[src/rtl/wu_mem_arb_if.sv]
// Request/command bundle between the WU fetch unit, the system loader, the
// WU memory arbiter and the WU memory port.
interface wu_mem_arb_if #(
  parameter int ADDR_W = 10,
  parameter int DATA_W = 64
);
  // Handshake: a requester may assert read/write (one request per cycle) and it
  // is captured on that clk edge; stall is registered, so a requester reacts one
  // cycle late and the skid FIFO absorbs that slack. Towards memory, read/write
  // are single-cycle strobes issued only when busy was 0 at the granting edge.
  logic              wuf__wua__read;
  logic [ADDR_W-1:0] wuf__wua__addr;
  logic              wua__wuf__stall;
  logic              ldr__wua__write;
  logic [ADDR_W-1:0] ldr__wua__addr;
  logic [DATA_W-1:0] ldr__wua__data;
  logic              wua__ldr__stall;
  logic              wum__wua__busy;
  logic              wua__wum__read;
  logic              wua__wum__write;
  logic [ADDR_W-1:0] wua__wum__addr;
  logic [DATA_W-1:0] wua__wum__data;
  logic              wua__sys__overflow;

  modport master (
    output wuf__wua__read, wuf__wua__addr, ldr__wua__write, ldr__wua__addr,
           ldr__wua__data, wum__wua__busy,
    input  wua__wuf__stall, wua__ldr__stall, wua__wum__read, wua__wum__write,
           wua__wum__addr, wua__wum__data, wua__sys__overflow
  );

  modport slave (
    input  wuf__wua__read, wuf__wua__addr, ldr__wua__write, ldr__wua__addr,
           ldr__wua__data, wum__wua__busy,
    output wua__wuf__stall, wua__ldr__stall, wua__wum__read, wua__wum__write,
           wua__wum__addr, wua__wum__data, wua__sys__overflow
  );
endinterface

[src/rtl/wu_mem_arb.sv]
// Round-robin arbiter with burst limit sharing the single-port WU instruction
// memory between the fetch read stream and the loader write stream.
module wu_mem_arb #(
  parameter int ADDR_W     = 10,
  parameter int DATA_W     = 64,
  parameter int SKID_DEPTH = 4,
  parameter int MAX_BURST  = 8,
  localparam int PTR_W     = $clog2(SKID_DEPTH),
  localparam int CNT_W     = PTR_W + 1,
  localparam int BURST_W   = $clog2(MAX_BURST + 1)
) (
  input  logic               clk,
  input  logic               reset_poweron,
  wu_mem_arb_if.slave        bus,
  output logic               dbg_state,
  output logic [BURST_W-1:0] dbg_burst_cnt
);

  typedef enum logic {ARB_WUF = 1'b0, ARB_LDR = 1'b1} arb_state_e;

  localparam int LW = ADDR_W + DATA_W;

  arb_state_e         state_q, state_d;
  logic [BURST_W-1:0] burst_q, burst_d;

  logic [ADDR_W-1:0] f_mem_q [SKID_DEPTH];
  logic [ADDR_W-1:0] f_mem_d [SKID_DEPTH];
  logic [PTR_W-1:0]  f_wr_q, f_wr_d, f_rd_q, f_rd_d;
  logic [CNT_W-1:0]  f_cnt_q, f_cnt_d;

  logic [LW-1:0]     l_mem_q [SKID_DEPTH];
  logic [LW-1:0]     l_mem_d [SKID_DEPTH];
  logic [PTR_W-1:0]  l_wr_q, l_wr_d, l_rd_q, l_rd_d;
  logic [CNT_W-1:0]  l_cnt_q, l_cnt_d;

  logic              rd_q, rd_d, wr_q, wr_d;
  logic [ADDR_W-1:0] addr_q, addr_d;
  logic [DATA_W-1:0] data_q, data_d;
  logic              f_stall_q, f_stall_d, l_stall_q, l_stall_d;
  logic              ovf_q, ovf_d;

  logic f_ne, l_ne, f_full, l_full, f_push_ok, l_push_ok;
  logic grant_f, grant_l, burst_below;
  logic [BURST_W-1:0] burst_inc;
  logic [LW-1:0] l_head;

  assign f_ne        = (f_cnt_q != '0);
  assign l_ne        = (l_cnt_q != '0);
  assign f_full      = (f_cnt_q == CNT_W'(SKID_DEPTH));
  assign l_full      = (l_cnt_q == CNT_W'(SKID_DEPTH));
  assign burst_below = (burst_q < BURST_W'(MAX_BURST));
  assign burst_inc   = burst_below ? burst_q + BURST_W'(1) : burst_q;
  assign l_head      = l_mem_q[l_rd_q];

  // The switching grant is itself the first grant of the new owner's burst.
  always_comb begin
    state_d = state_q;
    burst_d = burst_q;
    grant_f = 1'b0;
    grant_l = 1'b0;
    if (!bus.wum__wua__busy) begin
      if (!f_ne && !l_ne) begin
        burst_d = '0;
      end else if (state_q == ARB_WUF) begin
        if (f_ne && (burst_below || !l_ne)) begin
          grant_f = 1'b1;
          burst_d = burst_inc;
        end else begin
          grant_l = 1'b1;
          state_d = ARB_LDR;
          burst_d = BURST_W'(1);
        end
      end else begin
        if (l_ne && (burst_below || !f_ne)) begin
          grant_l = 1'b1;
          burst_d = burst_inc;
        end else begin
          grant_f = 1'b1;
          state_d = ARB_WUF;
          burst_d = BURST_W'(1);
        end
      end
    end
  end

  // A pop in the same cycle frees the slot, so push into a full FIFO is legal then.
  assign f_push_ok = bus.wuf__wua__read  && (!f_full || grant_f);
  assign l_push_ok = bus.ldr__wua__write && (!l_full || grant_l);

  always_comb begin
    f_mem_d = f_mem_q;
    f_wr_d  = f_wr_q;
    f_rd_d  = f_rd_q;
    f_cnt_d = f_cnt_q;
    if (f_push_ok) begin
      f_mem_d[f_wr_q] = bus.wuf__wua__addr;
      f_wr_d          = f_wr_q + PTR_W'(1);
    end
    if (grant_f) f_rd_d = f_rd_q + PTR_W'(1);
    if (f_push_ok && !grant_f)      f_cnt_d = f_cnt_q + CNT_W'(1);
    else if (!f_push_ok && grant_f) f_cnt_d = f_cnt_q - CNT_W'(1);
  end

  always_comb begin
    l_mem_d = l_mem_q;
    l_wr_d  = l_wr_q;
    l_rd_d  = l_rd_q;
    l_cnt_d = l_cnt_q;
    if (l_push_ok) begin
      l_mem_d[l_wr_q] = {bus.ldr__wua__addr, bus.ldr__wua__data};
      l_wr_d          = l_wr_q + PTR_W'(1);
    end
    if (grant_l) l_rd_d = l_rd_q + PTR_W'(1);
    if (l_push_ok && !grant_l)      l_cnt_d = l_cnt_q + CNT_W'(1);
    else if (!l_push_ok && grant_l) l_cnt_d = l_cnt_q - CNT_W'(1);
  end

  always_comb begin
    rd_d      = grant_f;
    wr_d      = grant_l;
    addr_d    = addr_q;
    data_d    = data_q;
    if (grant_f) addr_d = f_mem_q[f_rd_q];
    if (grant_l) begin
      addr_d = l_head[LW-1:DATA_W];
      data_d = l_head[DATA_W-1:0];
    end
    f_stall_d = (f_cnt_q >= CNT_W'(SKID_DEPTH - 2));
    l_stall_d = (l_cnt_q >= CNT_W'(SKID_DEPTH - 2));
    ovf_d     = ovf_q
              | (bus.wuf__wua__read  && f_full && !grant_f)
              | (bus.ldr__wua__write && l_full && !grant_l);
  end

  always_ff @(posedge clk or negedge reset_poweron) begin
    if (!reset_poweron) begin
      state_q   <= ARB_WUF;
      burst_q   <= '0;
      f_wr_q    <= '0;
      f_rd_q    <= '0;
      f_cnt_q   <= '0;
      l_wr_q    <= '0;
      l_rd_q    <= '0;
      l_cnt_q   <= '0;
      rd_q      <= 1'b0;
      wr_q      <= 1'b0;
      addr_q    <= '0;
      data_q    <= '0;
      f_stall_q <= 1'b0;
      l_stall_q <= 1'b0;
      ovf_q     <= 1'b0;
    end else begin
      state_q   <= state_d;
      burst_q   <= burst_d;
      f_wr_q    <= f_wr_d;
      f_rd_q    <= f_rd_d;
      f_cnt_q   <= f_cnt_d;
      l_wr_q    <= l_wr_d;
      l_rd_q    <= l_rd_d;
      l_cnt_q   <= l_cnt_d;
      rd_q      <= rd_d;
      wr_q      <= wr_d;
      addr_q    <= addr_d;
      data_q    <= data_d;
      f_stall_q <= f_stall_d;
      l_stall_q <= l_stall_d;
      ovf_q     <= ovf_d;
    end
  end

  // Storage needs no reset: occupancy counters gate every read.
  always_ff @(posedge clk) begin
    f_mem_q <= f_mem_d;
    l_mem_q <= l_mem_d;
  end

  assign bus.wua__wum__read     = rd_q;
  assign bus.wua__wum__write    = wr_q;
  assign bus.wua__wum__addr     = addr_q;
  assign bus.wua__wum__data     = data_q;
  assign bus.wua__wuf__stall    = f_stall_q;
  assign bus.wua__ldr__stall    = l_stall_q;
  assign bus.wua__sys__overflow = ovf_q;
  assign dbg_state              = state_q;
  assign dbg_burst_cnt          = burst_q;

endmodule

[src/flat_wrapper.sv]
// flat-port wrapper written by rule: the top's interface ports become plain ports
module wu_mem_arb_flat 
#(
  parameter int ADDR_W     = 10,
  parameter int DATA_W     = 64,
  parameter int SKID_DEPTH = 4,
  parameter int MAX_BURST  = 8,
  localparam int PTR_W     = $clog2(SKID_DEPTH),
  localparam int CNT_W     = PTR_W + 1,
  localparam int BURST_W   = $clog2(MAX_BURST + 1)
)
  (clk, reset_poweron, dbg_state, dbg_burst_cnt, bus_wuf__wua__read, bus_wuf__wua__addr, bus_ldr__wua__write, bus_ldr__wua__addr, bus_ldr__wua__data, bus_wum__wua__busy, bus_wua__wuf__stall, bus_wua__ldr__stall, bus_wua__wum__read, bus_wua__wum__write, bus_wua__wum__addr, bus_wua__wum__data, bus_wua__sys__overflow);
  wu_mem_arb_if #(.ADDR_W(ADDR_W), .DATA_W(DATA_W)) bus_i ();
  input  logic clk;
  input  logic reset_poweron;
  output logic dbg_state;
  output logic [BURST_W-1:0] dbg_burst_cnt;
  input wire logic [$bits(bus_i.wuf__wua__read)-1:0] bus_wuf__wua__read;
  input wire logic [$bits(bus_i.wuf__wua__addr)-1:0] bus_wuf__wua__addr;
  input wire logic [$bits(bus_i.ldr__wua__write)-1:0] bus_ldr__wua__write;
  input wire logic [$bits(bus_i.ldr__wua__addr)-1:0] bus_ldr__wua__addr;
  input wire logic [$bits(bus_i.ldr__wua__data)-1:0] bus_ldr__wua__data;
  input wire logic [$bits(bus_i.wum__wua__busy)-1:0] bus_wum__wua__busy;
  output wire logic [$bits(bus_i.wua__wuf__stall)-1:0] bus_wua__wuf__stall;
  output wire logic [$bits(bus_i.wua__ldr__stall)-1:0] bus_wua__ldr__stall;
  output wire logic [$bits(bus_i.wua__wum__read)-1:0] bus_wua__wum__read;
  output wire logic [$bits(bus_i.wua__wum__write)-1:0] bus_wua__wum__write;
  output wire logic [$bits(bus_i.wua__wum__addr)-1:0] bus_wua__wum__addr;
  output wire logic [$bits(bus_i.wua__wum__data)-1:0] bus_wua__wum__data;
  output wire logic [$bits(bus_i.wua__sys__overflow)-1:0] bus_wua__sys__overflow;
  assign bus_i.wuf__wua__read = bus_wuf__wua__read;
  assign bus_i.wuf__wua__addr = bus_wuf__wua__addr;
  assign bus_i.ldr__wua__write = bus_ldr__wua__write;
  assign bus_i.ldr__wua__addr = bus_ldr__wua__addr;
  assign bus_i.ldr__wua__data = bus_ldr__wua__data;
  assign bus_i.wum__wua__busy = bus_wum__wua__busy;
  assign bus_wua__wuf__stall = bus_i.wua__wuf__stall;
  assign bus_wua__ldr__stall = bus_i.wua__ldr__stall;
  assign bus_wua__wum__read = bus_i.wua__wum__read;
  assign bus_wua__wum__write = bus_i.wua__wum__write;
  assign bus_wua__wum__addr = bus_i.wua__wum__addr;
  assign bus_wua__wum__data = bus_i.wua__wum__data;
  assign bus_wua__sys__overflow = bus_i.wua__sys__overflow;
  wu_mem_arb #(.ADDR_W(ADDR_W), .DATA_W(DATA_W), .SKID_DEPTH(SKID_DEPTH), .MAX_BURST(MAX_BURST)) u_core (.clk(clk), .reset_poweron(reset_poweron), .bus(bus_i), .dbg_state(dbg_state), .dbg_burst_cnt(dbg_burst_cnt));
endmodule
[config.mk]
export PLATFORM = sky130hd
export DESIGN_NAME = wu_mem_arb_flat
export DESIGN_NICKNAME = d
export VERILOG_FILES = /design/src/rtl/wu_mem_arb_if.sv /design/src/rtl/wu_mem_arb.sv /design/src/flat_wrapper.sv
export SDC_FILE = /design/constraint.sdc
export NUM_CORES = 1
export LEC_CHECK = 0
export CORE_ASPECT_RATIO = 1.25
export CORE_UTILIZATION = 40
export DETAILED_ROUTE_END_ITERATION = 8
export PLACE_DENSITY_LB_ADDON = 0.05
export SETUP_SLACK_MARGIN = 0.2
export SYNTH_ARGS = -nofsm -noshare
export SYNTH_HDL_FRONTEND = slang
export SYNTH_SLANG_ARGS = --single-unit
[constraint.sdc]
create_clock -name clk -period 3.54 [get_ports clk]
set_input_delay 0.708 -clock clk [delete_from_list [all_inputs] [get_ports clk]]
set_output_delay 0.708 -clock clk [all_outputs]
set_load 0.005 [all_outputs]
==> out/results.ini, run 1 <==
[logic_synthesis]
synth_cell_type_count=37
synth_seq_cells=434
yosysWarnings=0
synth_edf_count=336
async_flop_share=0.226
syn_avg_cell_area_um2=21.9
yosysSeqAreaShare=0.778
synthesis.area_um2=16100
syn_inst=737
synth_top_flop_cell=edfxtp_1
syn-num-nets=839

[sta]
clock_skew_ps=15.2
max_slew.worst_pin.slew_ps=829
finalCriticalPeriod_ps=2790
fmax_ghz=0.358
relSlewSlack=0.447
post-route-period-util=0.789
finalMaxSlewViolations=0
finalSetupViolations=0
report.final.hold_viol_count=0
final.setup.tns_ps=0
grt_setup_unrepaired=false

[routing]
antenna_left=0
wl_per_cell_um=22.4
met2_length_um=16700
drtPass1Iterations=4
vias_per_cell=5.13
highest_layer=met5
drtIter0Drc=335
num_vias=7580
drcViolationCount=0
drt-met1-wl_um=13600
met3_length_um=1690
routed_wl_um=33100

[setup_path]
reg2regPathDepth=9
r2r-start=u_core.f_cnt_q[2]$_DFFE_PN0P_
rrSetupSlack_ps=750
critPathKind=reg2reg
critPathRequiredTime_ps=3990
arrival_ps=3240
cp-end-kind=flip-flop
worst-path-max-fanout=7
reg2reg_to=u_core.l_cnt_q[2]$_DFFE_PN0P_
cp-start-kind=flip-flop

[cts]
numCtsBuffers=44
h-tree-depth=2
cts_tree=built
cts-resized-gates=0
post_cts_buffers=0
cts_hold_buf=0
ctsRootBufferMaster=clkbuf_16
clk_latency_ps=540
clk_path_buf_depth=3
clk_pin_slew_ps=60
cts.sinks=434

[die]
die-area_um2=41100
io_pins=173
fp.dieH_um=226
fp.coreArea_um2=39400
start_util=0.409
dieWidth_um=182
fp-row-count=81

[finish]
area_delta_synth_final_pct=24.2
fin_area_um2=20000
multi_input_area_um2=3410
drive_above_1_share=0.248
final_common_cell=edfxtp_1
seqCellArea_um2=12500
nFillCells=3202
layout_common_cells=edfxtp_1, clkdlybuf4s50_1, dfrtp_1, mux4_2, mux2_2
nNetsFinal=1049

[place]
io_buffer_count=172
dp_hpwl_um=20700
gp_congestion=0.716
placed_cell_area_um2=18700

[flow_run]
max_cap_violations=0

[pwr]
ir_drop_uv=415
power_mw=17.2
p_per_area_nw_per_um2=856
p_leak_nw=6.92

[global_route]
grt_pass1_vias=8397
grt_first_pass_wirelength_um=50400
track_usage=0.166
grt_overflow=0
grt_max_degree=79
antenna_found_initial=1

[worst_hold_path]
hp-class=in2async

[status]
status=completed

area by class of cell:
class                      count  share of cell area
timing repair buffer         194               0.103
multi-input combinational    261               0.170
sequential                   434               0.626
clock inverter                19             0.00681
tap                          498              0.0311
inverter                      12             0.00225
antenna                        1            0.000125
clock buffer                  60              0.0595
cell families after synthesis:
| group | share of synthesized area |
|---|---|
| AO/OA/AOI/OAI | 0.0137 |
| AND/OR/NAND/NOR | 0.0152 |
| adder cells (fa/ha/maj) | 0.0110 |
| multiplexers | 0.164 |
| XOR/XNOR | 0.00706 |
| flip-flops | 0.778 |
| buffers and inverters | 0.0111 |
routing by layer:
layer / up-vias / GRT usage
met2: 166 / 0.287
met1: 3965 / 0.201
li1: 3387 / -
met4: 2 / 0.0626
met5: - / 0
met3: 60 / 0.0408
worst max path at each step:
stage / start / end / slack (ps) / cells past startpoint
6_report: u_core.f_cnt_q[2]$_DFFE_PN0P_ / u_core.l_cnt_q[2]$_DFFE_PN0P_ / 750 / 9
5_1_grt: u_core.f_cnt_q[1]$_DFFE_PN0P_ / u_core.l_cnt_q[2]$_DFFE_PN0P_ / 620 / 9
4_1_cts: u_core.f_cnt_q[1]$_DFFE_PN0P_ / u_core.l_cnt_q[2]$_DFFE_PN0P_ / 760 / 9
3_5_place_dp: bus_wum__wua__busy / u_core.l_cnt_q[2]$_DFFE_PN0P_ / 410 / 9
3_3_place_gp: bus_wum__wua__busy / u_core.l_cnt_q[2]$_DFFE_PN0P_ / 470 / 9
2_1_floorplan: u_core.f_cnt_q[2]$_DFFE_PN0P_ / u_core.l_mem_q[0]$_DFFE_PP_ / 750 / 4
metrics by stage:
stage	hold WS, ps	cells	setup WS [ps]	util
after floorplan	412	737	749	-
after global placement	461	1399	470	0.474
after detailed placement	458	1399	409	0.474
after CTS	289	1478	762	0.508
after global routing	304	1478	620	0.508
final	258	1479	748	0.508
report_power, final:
part	internal, mW	leakage [nW]	switching (mW)
Clock	2.44	0.653	1.86
Combinational	2.97	2.03	2.17
Sequential	6.95	4.23	0.775
Total	12.4	6.92	4.80
Yosys cell counts (2+ instances only):
cell type  number  area share
fa_1            2      0.0025
nand2_1        27      0.0063
dfrtp_1        98        0.15
buf_2          14      0.0043
a22oi_1        10      0.0047
nor2_1          8      0.0019
buf_1           2     0.00047
o21ai_0         5      0.0016
inv_1          12      0.0028
mux2_2         66       0.046
nor3_1          2     0.00062
edfxtp_1      336        0.63
a21oi_1         2     0.00062
o22ai_1         3      0.0012
mux4_2         84        0.12
nand3_1         3     0.00093
clkbuf_1       13      0.0030
xor2_1          6      0.0033
o21a_1          2     0.00093
xnor2_1         7      0.0038
or2_2           2     0.00078
and2_1          8      0.0031
ha_1           11      0.0085
critical path, stage by stage (launching register included):
cell	delay (ps)
dfrtp_1	420
or3_1	450
a211oi_4	320
o21a_1	370
ha_1	240
inv_1	60
fa_1	370
xor2_1	170
nor2_1	120
xor2_1	180
registers in the layout, summed over array words and instances, names as in the netlist, 3 cells and up:
signal                     flops
u_core.dbg_burst_cnt           4
u_core.l_mem_q               296
u_core.f_cnt_q                 3
u_core.f_mem_q                40
u_core.bus.wua__wum__addr     10
u_core.bus.wua__wum__data     64
u_core.l_cnt_q                 3
Power figures use the tool's default switching activity.
==> inputs of run 2 (changes only) <==
- clock period: 3.54 -> 2.65 ns (I/O delays scaled with it)
==> run 2 against run 1 <==
Net effect: die area did not move; critical endpoint is now u_core.l_mem_q[95]$_DFFE_PP_; clock power rose by 46%; global-route usage rose by 0.16 points; largest cell class unchanged; utilization rose by 0.90 points; design area rose by 1.8%; first-iteration DRC count rose by 33%; via count rose by 1.6%; flip-flop and latch count did not move; power rose by 38%; largest power group unchanged; clock-buffer cell count fell by 2; non-clock buffer count rose by 21; maximum frequency rose by 17%.
==> out/results.ini, run 2 (same netlist as run 1, synthesis figures left out) <==
[routing]
antenna_left=0
drtPass1Iterations=4
num_vias=7702
wl_per_cell_um=22.1
drtIter0Drc=444
vias_per_cell=5.13
drcViolationCount=0
routed_wl_um=33100

[finish]
fin_cells=1501
final_common_cell=edfxtp_1
nFillCells=3125
n_antenna_cell=0
largest-register=u_core.l_mem_q
drive_above_1_share=0.276
area_delta_synth_final_pct=26.5
layout_common_cells=edfxtp_1, clkdlybuf4s50_1, dfrtp_1, mux4_2, mux2_2
nNetsFinal=1070
largest_reg_flops=296

[sta]
clock_skew_ps=20.8
holdWs_ps=464
finalMaxSlewViolations=0
fmax_ghz=0.419
relSlewSlack=0.602
final.setup.tns_ps=0
report.final.hold_viol_count=0
finalSetupViolations=0
max_slew.worst_pin.slew_ps=592
grt_setup_unrepaired=true
finalCriticalPeriod_ps=2390
post-route-period-util=0.900

[setup_path]
r2r-start=u_core.f_cnt_q[2]$_DFFE_PN0P_
crit_start=u_core.f_cnt_q[2]$_DFFE_PN0P_
arrival_ps=2620
critPathRequiredTime_ps=2880
critPathKind=reg2reg
cp-start-kind=flip-flop
cp-end-kind=flip-flop
worst-path-max-fanout=10

[status]
status=completed

[pwr]
power_mw=23.6
ir_drop_uv=560
p_leak_nw=7.10
p_per_area_nw_per_um2=1160

[flow_run]
max_cap_violations=0

[die]
fp.coreArea_um2=39400
fp.dieH_um=226
dieWidth_um=182
die-area_um2=41100
fp-row-count=81
start_util=0.409
io_pins=173

[place]
gp_congestion=0.741
dp_cells=1414
io_buffer_count=172
dp_hpwl_um=20600

[worst_hold_path]
worstHoldStart=u_core.bus.wua__wum__addr[1]$_DFFE_PN0P_
hp-class=reg2reg

[global_route]
antenna_found_initial=1
grt_overflow=0
grt_pass1_vias=8716
grt_first_pass_wirelength_um=51500
track_usage=0.168
grt_max_degree=79

[cts]
ctsRootBufferMaster=clkbuf_16
h-tree-depth=2
clk_path_buf_depth=3
numCtsBuffers=44
clk_latency_ps=550
cts.sinks=434
cts_tree=built
clk_pin_slew_ps=60

-- run 2: cell types whose count changed in the layout (fill, tap and decap cells not counted), moves of 3 or more --
cell	change
dfrtp_1	-3
clkbuf_8	+4
bufinv_16	+4
buf_4	+18
clkinv_2	-3
dfrtp_2	+3
clkbuf_1	-6
clkinv_1	+3
-- run 2: where the power goes --
part	leakage, nW	switching (mW)	internal [mW]	total, mW
clock	0.722	2.51	3.74	6.26
combinational	2.15	2.94	4.13	7.08
sequential	4.23	1.02	9.29	10.3
-- run 2: final timing paths --
path	end	slack, ps	cells after the start
min reg2reg	u_core.bus.wua__wum__addr[1]$_DFFE_PN0P_	460	2
min in group asynchronous	u_core.bus.wua__wum__data[21]$_DFFE_PN0P_	550	2
max in group asynchronous	u_core.f_cnt_q[2]$_DFFE_PN0P_	1360	3
max	u_core.l_mem_q[95]$_DFFE_PP_	260	8
min	u_core.bus.wua__wum__addr[1]$_DFFE_PN0P_	460	2
max reg2reg	u_core.l_mem_q[95]$_DFFE_PP_	260	8
-- run 2: routing by layer --
metal	up-vias	track usage	wire length (um)
met5	-	0	13
met4	2	0.0462	611
met3	46	0.0350	1460
met2	179	0.292	17000
met1	4057	0.212	14000
li1	3418	-	-
-- run 2: layout make-up --
type	instances	area, um^2	share of cell area
Sequential cell	434	12600	0.616
Multi-Input combinational cell	261	3440	0.169
Timing Repair Buffer	215	2260	0.111
Clock buffer	58	1220	0.0601
Tap cell	498	623	0.0306
Clock inverter	23	245	0.0120
Inverter	12	45.0	0.00221
-- run 2: timing repair --
| item | CTS | global route |
|---|---|---|
| gates resized for setup | 0 | 8 |
| setup endpoints to repair | 0 | 2 |
| hold buffers | 1 | 0 |
| hold endpoints to repair | 2 | 0 |
| buffers inserted | 0 | 5 |
-- run 2: worst max-delay path: stages (launching register included) --
cell	delay [ps]
dfrtp_2	430
or3_4	390
a211oi_4	260
o21a_1	190
buf_4	110
buf_4	90
buf_4	130
and2_4	240
buf_4	240
-- run 2: metrics by stage --
step | worst slack, ps | utilization | area, um^2
global route | 187 | 0.517 | 20400
global placement | 70.6 | 0.478 | 18900
finish | 265 | 0.517 | 20400
detailed placement | -7.51 | 0.478 | 18900
CTS | 220 | 0.516 | 20300
floorplan | -112 | - | 16100
